## src/rtl/pixel_array_ctrl.sv

```systemverilog
// Pixel array sequencer: erase -> expose -> convert (ADC ramp) -> read12 -> read34.
// One shared phase counter times every phase. All outputs are registered and
// decoded from the next state, so each control is high exactly while its
// state is current.
module pixel_array_ctrl #(
  parameter int unsigned ERASE_CYC = 5,
  parameter int unsigned CONV_CYC  = 255,
  parameter int unsigned READ_CYC  = 5
) (
  input  logic       clk,
  input  logic       reset,
  input  logic       start,
  input  logic       abort,
  input  logic [15:0] exp_time,
  input  logic [7:0] pix_d1,
  input  logic [7:0] pix_d2,
  input  logic [7:0] pix_d3,
  input  logic [7:0] pix_d4,
  output logic       erase,
  output logic       expose,
  output logic       convert,
  output logic       read12,
  output logic       read34,
  output logic [7:0] adc_data,
  output logic       adc_oe,
  output logic [7:0] pix_out1,
  output logic [7:0] pix_out2,
  output logic [7:0] pix_out3,
  output logic [7:0] pix_out4,
  output logic       busy,
  output logic       frame_done
);

  typedef enum logic [2:0] {
    S_IDLE    = 3'd0,
    S_ERASE   = 3'd1,
    S_EXPOSE  = 3'd2,
    S_CONVERT = 3'd3,
    S_READ12  = 3'd4,
    S_READ34  = 3'd5
  } state_t;

  state_t      r_state;
  state_t      w_next;
  logic [15:0] r_cnt;
  logic [15:0] w_cnt_next;
  logic [15:0] r_exp;
  logic        w_last;

  logic       r_erase, r_expose, r_convert, r_read12, r_read34;
  logic [7:0] r_adc_data;
  logic       r_adc_oe;
  logic [7:0] r_pix1, r_pix2, r_pix3, r_pix4;
  logic       r_busy, r_frame_done;

  // Detect the final cycle of the current phase.
  always_comb begin
    w_last = 1'b0;
    case (r_state)
      S_ERASE:   w_last = (r_cnt == 16'(ERASE_CYC - 1));
      S_EXPOSE:  w_last = (r_cnt == (r_exp - 16'd1));
      S_CONVERT: w_last = (r_cnt == 16'(CONV_CYC - 1));
      S_READ12:  w_last = (r_cnt == 16'(READ_CYC - 1));
      S_READ34:  w_last = (r_cnt == 16'(READ_CYC - 1));
      default:   w_last = 1'b0;
    endcase
  end

  // Next-state and next-counter logic; abort wins over start and phase timing.
  always_comb begin
    w_next = r_state;
    if (r_state == S_IDLE) begin
      if (start && !abort) begin
        w_next = S_ERASE;
      end else begin
        w_next = S_IDLE;
      end
    end else if (abort) begin
      w_next = S_IDLE;
    end else if (w_last) begin
      case (r_state)
        S_ERASE:   w_next = S_EXPOSE;
        S_EXPOSE:  w_next = S_CONVERT;
        S_CONVERT: w_next = S_READ12;
        S_READ12:  w_next = S_READ34;
        S_READ34:  w_next = S_IDLE;
        default:   w_next = S_IDLE;
      endcase
    end else begin
      w_next = r_state;
    end

    if ((w_next != r_state) || (w_next == S_IDLE)) begin
      w_cnt_next = 16'd0;
    end else begin
      w_cnt_next = r_cnt + 16'd1;
    end
  end

  // State, phase counter and latched exposure length.
  always_ff @(posedge clk or negedge reset) begin
    if (!reset) begin
      r_state <= S_IDLE;
      r_cnt   <= 16'd0;
      r_exp   <= 16'd1;
    end else begin
      r_state <= w_next;
      r_cnt   <= w_cnt_next;
      if ((r_state == S_IDLE) && (w_next == S_ERASE)) begin
        r_exp <= (exp_time == 16'd0) ? 16'd1 : exp_time;
      end
    end
  end

  // Registered Moore outputs decoded from the upcoming state.
  always_ff @(posedge clk or negedge reset) begin
    if (!reset) begin
      r_erase      <= 1'b0;
      r_expose     <= 1'b0;
      r_convert    <= 1'b0;
      r_read12     <= 1'b0;
      r_read34     <= 1'b0;
      r_adc_data   <= 8'd0;
      r_adc_oe     <= 1'b0;
      r_busy       <= 1'b0;
      r_frame_done <= 1'b0;
    end else begin
      r_erase      <= (w_next == S_ERASE);
      r_expose     <= (w_next == S_EXPOSE);
      r_convert    <= (w_next == S_CONVERT);
      r_read12     <= (w_next == S_READ12);
      r_read34     <= (w_next == S_READ34);
      r_adc_data   <= (w_next == S_CONVERT) ? w_cnt_next[7:0] : 8'd0;
      r_adc_oe     <= (w_next == S_CONVERT);
      r_busy       <= (w_next != S_IDLE);
      r_frame_done <= (r_state == S_READ34) && w_last && !abort;
    end
  end

  // Pixel capture at the end of each read phase; aborted phases keep old values.
  always_ff @(posedge clk or negedge reset) begin
    if (!reset) begin
      r_pix1 <= 8'd0;
      r_pix2 <= 8'd0;
      r_pix3 <= 8'd0;
      r_pix4 <= 8'd0;
    end else begin
      if ((r_state == S_READ12) && w_last && !abort) begin
        r_pix1 <= pix_d1;
        r_pix2 <= pix_d2;
      end
      if ((r_state == S_READ34) && w_last && !abort) begin
        r_pix3 <= pix_d3;
        r_pix4 <= pix_d4;
      end
    end
  end

  assign erase      = r_erase;
  assign expose     = r_expose;
  assign convert    = r_convert;
  assign read12     = r_read12;
  assign read34     = r_read34;
  assign adc_data   = r_adc_data;
  assign adc_oe     = r_adc_oe;
  assign pix_out1   = r_pix1;
  assign pix_out2   = r_pix2;
  assign pix_out3   = r_pix3;
  assign pix_out4   = r_pix4;
  assign busy       = r_busy;
  assign frame_done = r_frame_done;

endmodule

```

## config.mk

```make
export PLATFORM = sky130hd
export DESIGN_NAME = pixel_array_ctrl
export DESIGN_NICKNAME = d
export VERILOG_FILES = /design/src/rtl/pixel_array_ctrl.sv
export SDC_FILE = /design/constraint.sdc
export NUM_CORES = 1
export LEC_CHECK = 0
export CORE_UTILIZATION = 43
export CTS_BUF_LIST = sky130_fd_sc_hd__clkbuf_4 sky130_fd_sc_hd__clkbuf_8
export DETAILED_ROUTE_END_ITERATION = 8
export PLACE_DENSITY = 0.81
export SYNTH_ARGS = -nofsm -noshare
export SYNTH_HDL_FRONTEND = slang
export SYNTH_SLANG_ARGS = --single-unit
```

## constraint.sdc

```tcl
create_clock -name clk -period 3.89 [get_ports clk]
set_input_delay 0.389 -clock clk [delete_from_list [all_inputs] [get_ports clk]]
set_output_delay 0.389 -clock clk [all_outputs]
set_load 0.01 [all_outputs]
```

==> impl_metrics.json, run 1 <==
{
  "timing.final.hold_violations": 0,
  "totalPowerFinal_mw": 2.06,
  "syn_area_per_cell_um2": 12.0,
  "tritoncts_num_sinks": 82,
  "antenna_found_initial": 0,
  "yosys_most_used_dff": "sky130_fd_sc_hd__dfrtp_1",
  "place.detailed.hpwl_um": 6860,
  "synth_most_common_cell": "sky130_fd_sc_hd__dfrtp_1",
  "drive_gt1_share_pct": 20.1,
  "post_drt_via_cell_ratio": 5.52,
  "fillerInstances": 818,
  "path_clk_slew_ns": 0.09,
  "postLayoutCellArea_um2": 5620,
  "max_freq_mhz": 282,
  "worst_skew_pair.late_latency_ns": 0.35,
  "postCtsSetupRepairBufs": 0,
  "final.setup.tns_ns": 0,
  "floorplan.initialDensity_pct": 44.5,
  "detail_route.first_pass.iterations": 4,
  "placement.setup.worst_slack_ns": 0.368,
  "vdd.ir_drop.worst_v": 0.000252,
  "place.port_buffers": 99,
  "synth_commonest_cells": "81 x sky130_fd_sc_hd__dfrtp_1, 29 x sky130_fd_sc_hd__mux2_2, 19 x sky130_fd_sc_hd__mux2_4",
  "cts_made_buffers": 9,
  "wp_data_required_ns": 4.13,
  "cts-htree-levels": 3,
  "critical_path.n_buffers_inverters": 0,
  "post-route-min-period_ns": 3.55,
  "synth_top_area_cell": "sky130_fd_sc_hd__dfrtp_1",
  "hold_slack_ns": 0.191,
  "setup_violations": 0,
  "dr.first_iter.drc_count": 300,
  "max_transition_viols_final": 0,
  "fp-row-count": 36,
  "finalWorstSetupSlack_ns": 0.345,
  "yosysSeqAreaShare_pct": 47.2,
  "area.sequential_um2": 2050,
  "cellLeakagePower_nw": 2.31,
  "synth_warnings": 0,
  "synth.net_count": 417,
  "number_of_cells_after_detailed_placement": 580,
  "timing.hold.worst.class": "primary input to async pin",
  "drt-wirelength-per-cell_um": 16.1,
  "netlist_top_cells_area": "sky130_fd_sc_hd__dfrtp_1 47%, sky130_fd_sc_hd__mux2_2 7.5%, sky130_fd_sc_hd__mux2_4 6.6%",
  "layoutNonFillerInstCount": 596,
  "grt_util_all_layers_pct": 18.7,
  "cpMaxStageDelayCell": "sky130_fd_sc_hd__or4_4",
  "placement.cell_area_um2": 5390,
  "crit_chain": "or4_4, or2_1, or4_1, a21oi_1, xnor2_1, and4b_1, nand4_4, mux2_4",
  "max_stage_delay_ns": 0.60,
  "diodes": 0,
  "synth_cells": 363,
  "grt_first_pass_wirelength_um": 15300,
  "launching_element_type_of_the_critical_path": "register",
  "hold_buffers": 0,
  "fp.dieH_um": 103,
  "finalCoreUtilization_pct": 57.5,
  "synth-edff-count": 0,
  "nNetsFinal": 512,
  "post_cts.resized_instances": 0,
  "areaGrowthSynthToFinish_pct": 29.2,
  "clock_tree.root_cell": "sky130_fd_sc_hd__clkbuf_8",
  "netlist.area_leader.share_pct": 46.6,
  "min_period_over_period_pct": 91.1,
  "status": "complete, no violations",
  "clk_path_buf_depth": 2,
  "critical_path.endpoint_type": "register",
  "first_global_vias": 3123,
  "power_per_cell_area_nw_per_um2": 367,
  "worst_clock_skew_ns": 0.00951,
  "grt_overflow": 0,
  "netlist-cell-type-count": 65,
  "ys_ff_latch": 82,
  "tritoncts": "yes",
  "relSlewSlack_pct": 32.9,
  "design.core.area_um2": 9770,
  "data_arrival_time_of_the_worst_path_ns": 3.78,
  "crit_type": "register to register",
  "syn-cell-area_um2": 4350,
  "synth-async-reset-ratio_pct": 100,
  "grt_max_degree": 83,
  "floorplan.io_pins": 100,
  "grt_setup_unrepaired": "no",
  "vias": 3291,
  "worst_path_maximum_fanout": 17,
  "drcViolationCount": 0,
  "max_slew.worst_pin.slew_ns": 1.01,
  "multi_input_gate_area_um2": 2090,
  "design.die.area_um2": 10500,
  "chipWidth_um": 103,
  "ant_nets": 0,
  "gp_routability_congestion": 0.901,
  "cap_viol_max_count": 0,
  "drt_wl_total_um": 9620,
  "path_delay_family": "simple AND/OR/NAND/NOR gates"
}
==> worst reg2reg max path, cell delays in order (launching register included) <==
cell	delay (ns)
sky130_fd_sc_hd__dfrtp_1	0.46
sky130_fd_sc_hd__or4_4	0.60
sky130_fd_sc_hd__or2_1	0.26
sky130_fd_sc_hd__or4_1	0.40
sky130_fd_sc_hd__a21oi_1	0.21
sky130_fd_sc_hd__xnor2_1	0.20
sky130_fd_sc_hd__and4b_1	0.47
sky130_fd_sc_hd__nand4_4	0.41
sky130_fd_sc_hd__mux2_4	0.43
==> worst paths after layout <==
path / from / end / slack, ns / depth (start not counted)
min: reset / pix_out4[7] / 0.19 / 1
max in group asynchronous: reset / r_cnt[13] / 3.04 / 1
min reg2reg: pix_out4[0] / pix_out4[0] / 0.52 / 1
min in group clk: pix_out4[0] / pix_out4[0] / 0.52 / 1
max reg2reg: r_exp[2] / pix_out1[1] / 0.34 / 8
max: r_exp[2] / pix_out1[1] / 0.34 / 8
==> report_power, final <==
part / total, mW / switching, mW / internal [mW]
clock: 0.711 / 0.337 / 0.374
combinational: 0.378 / 0.192 / 0.186
sequential: 0.972 / 0.0725 / 0.900
total: 2.06 / 0.602 / 1.46
==> flip-flops by register name (all words and copies together), names as in the netlist, 3 cells and up <==
signal    count
r_exp        16
pix_out4      8
pix_out2      8
pix_out1      8
r_state       3
pix_out3      8
r_cnt        16
adc_data      8
==> area by class of cell <==
cell class	count	share of cell area, %
tap	133	2.96
inverter	11	0.735
sequential	82	36.5
timing repair buffer	105	18.4
clock inverter	7	1.89
clock buffer	9	2.20
multi-input combinational	249	37.3
==> layout by cell type (no fill, tap or decap), types with 4 or more instances in the layout <==
| master | n |
|---|---|
| sky130_fd_sc_hd__clkdlybuf4s50_1 | 98 |
| sky130_fd_sc_hd__dfrtp_1 | 81 |
| sky130_fd_sc_hd__mux2_2 | 29 |
| sky130_fd_sc_hd__mux2_4 | 19 |
| sky130_fd_sc_hd__xnor2_1 | 15 |
| sky130_fd_sc_hd__xor2_1 | 13 |
| sky130_fd_sc_hd__nor4_1 | 12 |
| sky130_fd_sc_hd__nand3_1 | 12 |
| sky130_fd_sc_hd__inv_1 | 11 |
| sky130_fd_sc_hd__nor2_1 | 11 |
| sky130_fd_sc_hd__nor3_1 | 11 |
| sky130_fd_sc_hd__nand2_1 | 10 |
| sky130_fd_sc_hd__a211oi_2 | 10 |
| sky130_fd_sc_hd__a21oi_1 | 9 |
| sky130_fd_sc_hd__clkbuf_8 | 9 |
| sky130_fd_sc_hd__or3_1 | 8 |
| sky130_fd_sc_hd__a211oi_1 | 8 |
| sky130_fd_sc_hd__buf_4 | 7 |
| sky130_fd_sc_hd__nand4_1 | 6 |
| sky130_fd_sc_hd__and3_1 | 5 |
| sky130_fd_sc_hd__a31oi_1 | 5 |
| sky130_fd_sc_hd__o21ai_0 | 5 |
| sky130_fd_sc_hd__o31ai_1 | 4 |
| sky130_fd_sc_hd__or4_1 | 4 |
| sky130_fd_sc_hd__nor2b_1 | 4 |
==> cells by family (layout without fill, tap and decap cells) <==
group	Yosys count	count (layout)	synth area share [%]
buf+inv	32	132	4.60
compound gates	67	67	12.8
flops	82	82	47.2
mux	49	49	14.3
xor+xnor	28	28	5.64
simple gates	103	103	14.9
fa+ha+maj	2	2	0.575
==> per-layer routing <==
layer | part of all wire, % | track usage, % | up-vias
met5 | 0 | 0 | -
met4 | 0.83 | 5.49 | 0
met3 | 5.0 | 4.41 | 8
met2 | 49 | 29.3 | 100
met1 | 45 | 25.8 | 1628
li1 | - | - | 1555
No activity file was read; power rests on OpenSTA's default activity.
==> run 2: changes to the inputs <==
- CTS_BUF_LIST: sky130_fd_sc_hd__clkbuf_4 sky130_fd_sc_hd__clkbuf_8 -> sky130_fd_sc_hd__clkbuf_16
- clock period: 3.89 -> 3.5 ns (I/O delays scaled with it)
==> run 2 against run 1 <==
Worst setup slack worse by 0.077 ns. Critical path depth rose by 3. Sequential share of layout area decreased by 0.87 points. First-iteration DRC count shrank 41%. Core utilization rose by 1.4 points. Combinational power is 20% higher. Final cell count increased by 1.2%. Fmax up 9.7%. Clock power rose by 29%. Critical path type unchanged. Critical endpoint is now pix_out2[4].
==> impl_metrics.json, run 2 (synthesis gave the netlist of run 1 again) <==
{
  "areaGrowthSynthToFinish_pct": 32.4,
  "data_arrival_time_of_the_worst_path_ns": 3.46,
  "cellLeakagePower_nw": 2.38,
  "diodes": 0,
  "post-route-min-period_ns": 3.23,
  "tritoncts": "yes",
  "timing.final.hold_violations": 0,
  "max_freq_mhz": 309,
  "final.setup.tns_ns": 0,
  "crit_path_end": "pix_out2[4]",
  "mostFrequentLayoutCells": "98 x sky130_fd_sc_hd__clkdlybuf4s50_1, 81 x sky130_fd_sc_hd__dfrtp_1, 29 x sky130_fd_sc_hd__mux2_2, 19 x sky130_fd_sc_hd__mux2_4, 15 x sky130_fd_sc_hd__xnor2_1",
  "grt_setup_unrepaired": "no",
  "layout.cells.most_common": "sky130_fd_sc_hd__clkdlybuf4s50_1",
  "vdd.ir_drop.worst_v": 0.000269,
  "grt_util_all_layers_pct": 19.4,
  "tritoncts_num_sinks": 82,
  "drt_wl_total_um": 9870,
  "clock_tree.root_cell": "sky130_fd_sc_hd__clkbuf_16",
  "worst_clock_skew_ns": 0.00646,
  "chipWidth_um": 103,
  "power_per_cell_area_nw_per_um2": 423,
  "gp_routability_congestion": 0.889,
  "r2r.worst_path.cells": 11,
  "place.detailed.hpwl_um": 7080,
  "critical_path.endpoint_type": "register",
  "relSlewSlack_pct": 32.8,
  "first_global_vias": 3223,
  "place.port_buffers": 99,
  "detail_route.first_pass.iterations": 5,
  "wp_data_required_ns": 3.73,
  "dr.first_iter.drc_count": 178,
  "cap_viol_max_count": 0,
  "vias": 3370,
  "cts_made_buffers": 9,
  "floorplan.initialDensity_pct": 44.5,
  "max_transition_viols_final": 0,
  "design.core.area_um2": 9770,
  "clk_path_buf_depth": 2,
  "grt_max_degree": 83,
  "timing.reg2reg.setup_slack_ns": 0.27,
  "status": "complete, no violations",
  "path_clk_slew_ns": 0.07,
  "worst_skew_pair.late_latency_ns": 0.34,
  "fillerInstances": 789,
  "fp-row-count": 36,
  "ant_nets": 0,
  "fp.dieH_um": 103,
  "grt_first_pass_wirelength_um": 15800,
  "worst_setup_path_start": "r_exp[0]",
  "max_slew.worst_pin.slew_ns": 1.01,
  "grt_overflow": 0,
  "floorplan.io_pins": 100,
  "antenna_found_initial": 0,
  "post_drt_via_cell_ratio": 5.59,
  "drive_gt1_share_pct": 21.7,
  "worst_path_maximum_fanout": 17,
  "timing.hold.worst.class": "primary input to async pin",
  "nNetsFinal": 519,
  "launching_element_type_of_the_critical_path": "register",
  "timing.rr.start": "r_exp[0]",
  "drt-wirelength-per-cell_um": 16.4,
  "cts-htree-levels": 3,
  "biggestRegsByFlops": "r_cnt x16, r_exp x16",
  "crit_type": "register to register",
  "min_period_over_period_pct": 92.3,
  "setup_violations": 0,
  "drcViolationCount": 0,
  "design.die.area_um2": 10500,
  "finalCoreUtilization_pct": 58.9,
  "critical_path.reg2reg.endpoint": "pix_out2[4]"
}
-- run 2: cell types whose count changed in the layout (fill, tap and decap cells not counted), sizes merged --
cell	previous run	this run
buf	7	14
bufinv	2	0
clkinvlp	0	1
inv	15	16
-- run 2: how the worst min path moves through the flow --
stage,from,to,slack (ns),depth (start not counted)
3_5_place_dp,pix_out4[0],pix_out4[0],0.49,1
4_1_cts,reset,pix_out3[3],0.22,1
2_1_floorplan,reset,adc_data[0],0.05,0
6_report,reset,pix_out3[3],0.17,1
3_3_place_gp,pix_out2[4],pix_out2[4],0.49,1
5_1_grt,reset,pix_out4[7],0.27,1
-- run 2: worst max-delay path, stage by stage, from the launching register on --
cell	delay, ns
sky130_fd_sc_hd__dfstp_2	0.38
sky130_fd_sc_hd__inv_1	0.11
sky130_fd_sc_hd__ha_1	0.23
sky130_fd_sc_hd__or4b_4	0.55
sky130_fd_sc_hd__or3_1	0.33
sky130_fd_sc_hd__a211o_1	0.30
sky130_fd_sc_hd__o211ai_1	0.18
sky130_fd_sc_hd__nor4_4	0.07
sky130_fd_sc_hd__and4b_2	0.34
sky130_fd_sc_hd__nand4_4	0.12
sky130_fd_sc_hd__buf_12	0.17
sky130_fd_sc_hd__mux2_2	0.34
-- run 2: what timing repair did --
item                                    4_1_cts  5_1_grt
endpoints found under the setup margin        0       34
hold buffers                                  0        0
setup buffers                                 0        0
gates resized for setup                       0        2
-- run 2: report_power, final --
part	total [mW]	switching [mW]	internal [mW]	leakage [nW]
clock network	0.914	0.420	0.495	0.139
logic	0.453	0.233	0.220	1.13
registers	1.07	0.0655	1.00	1.10
-- run 2: per-layer routing --
layer  track usage, %  vias to the layer above  share of wire (%)
met5                0                        -                  0
met4             6.70                        0                1.2
met3             4.00                       16                6.3
met2             30.8                      139                 49
met1             26.5                     1639                 44
li1                 -                     1576                  -
-- run 2: stage by stage --
step | setup slack (ns) | instance area (um^2) | std cells | hold WS [ns] | power, mW
after floorplan | 0.370 | 4350 | 363 | 0.0544 | 1.36
after global placement | 0.228 | 5470 | 587 | 0.490 | 1.52
after detailed placement | 0.138 | 5470 | 587 | 0.494 | 1.53
after CTS | 0.127 | 5750 | 603 | 0.217 | 2.44
after global routing | 0.0735 | 5760 | 603 | 0.273 | 2.54
final | 0.268 | 5760 | 603 | 0.173 | 2.43
-- run 2: layout make-up --
type	instances	area (um^2)	share of cell area, %
clock inverters	7	58.8	1.02
multi-input cells	249	2100	36.5
well taps	133	166	2.89
flip-flops and latches	82	2050	35.7
clock buffers	9	225	3.91
repair buffers	112	1110	19.3
inverters	11	41.3	0.717
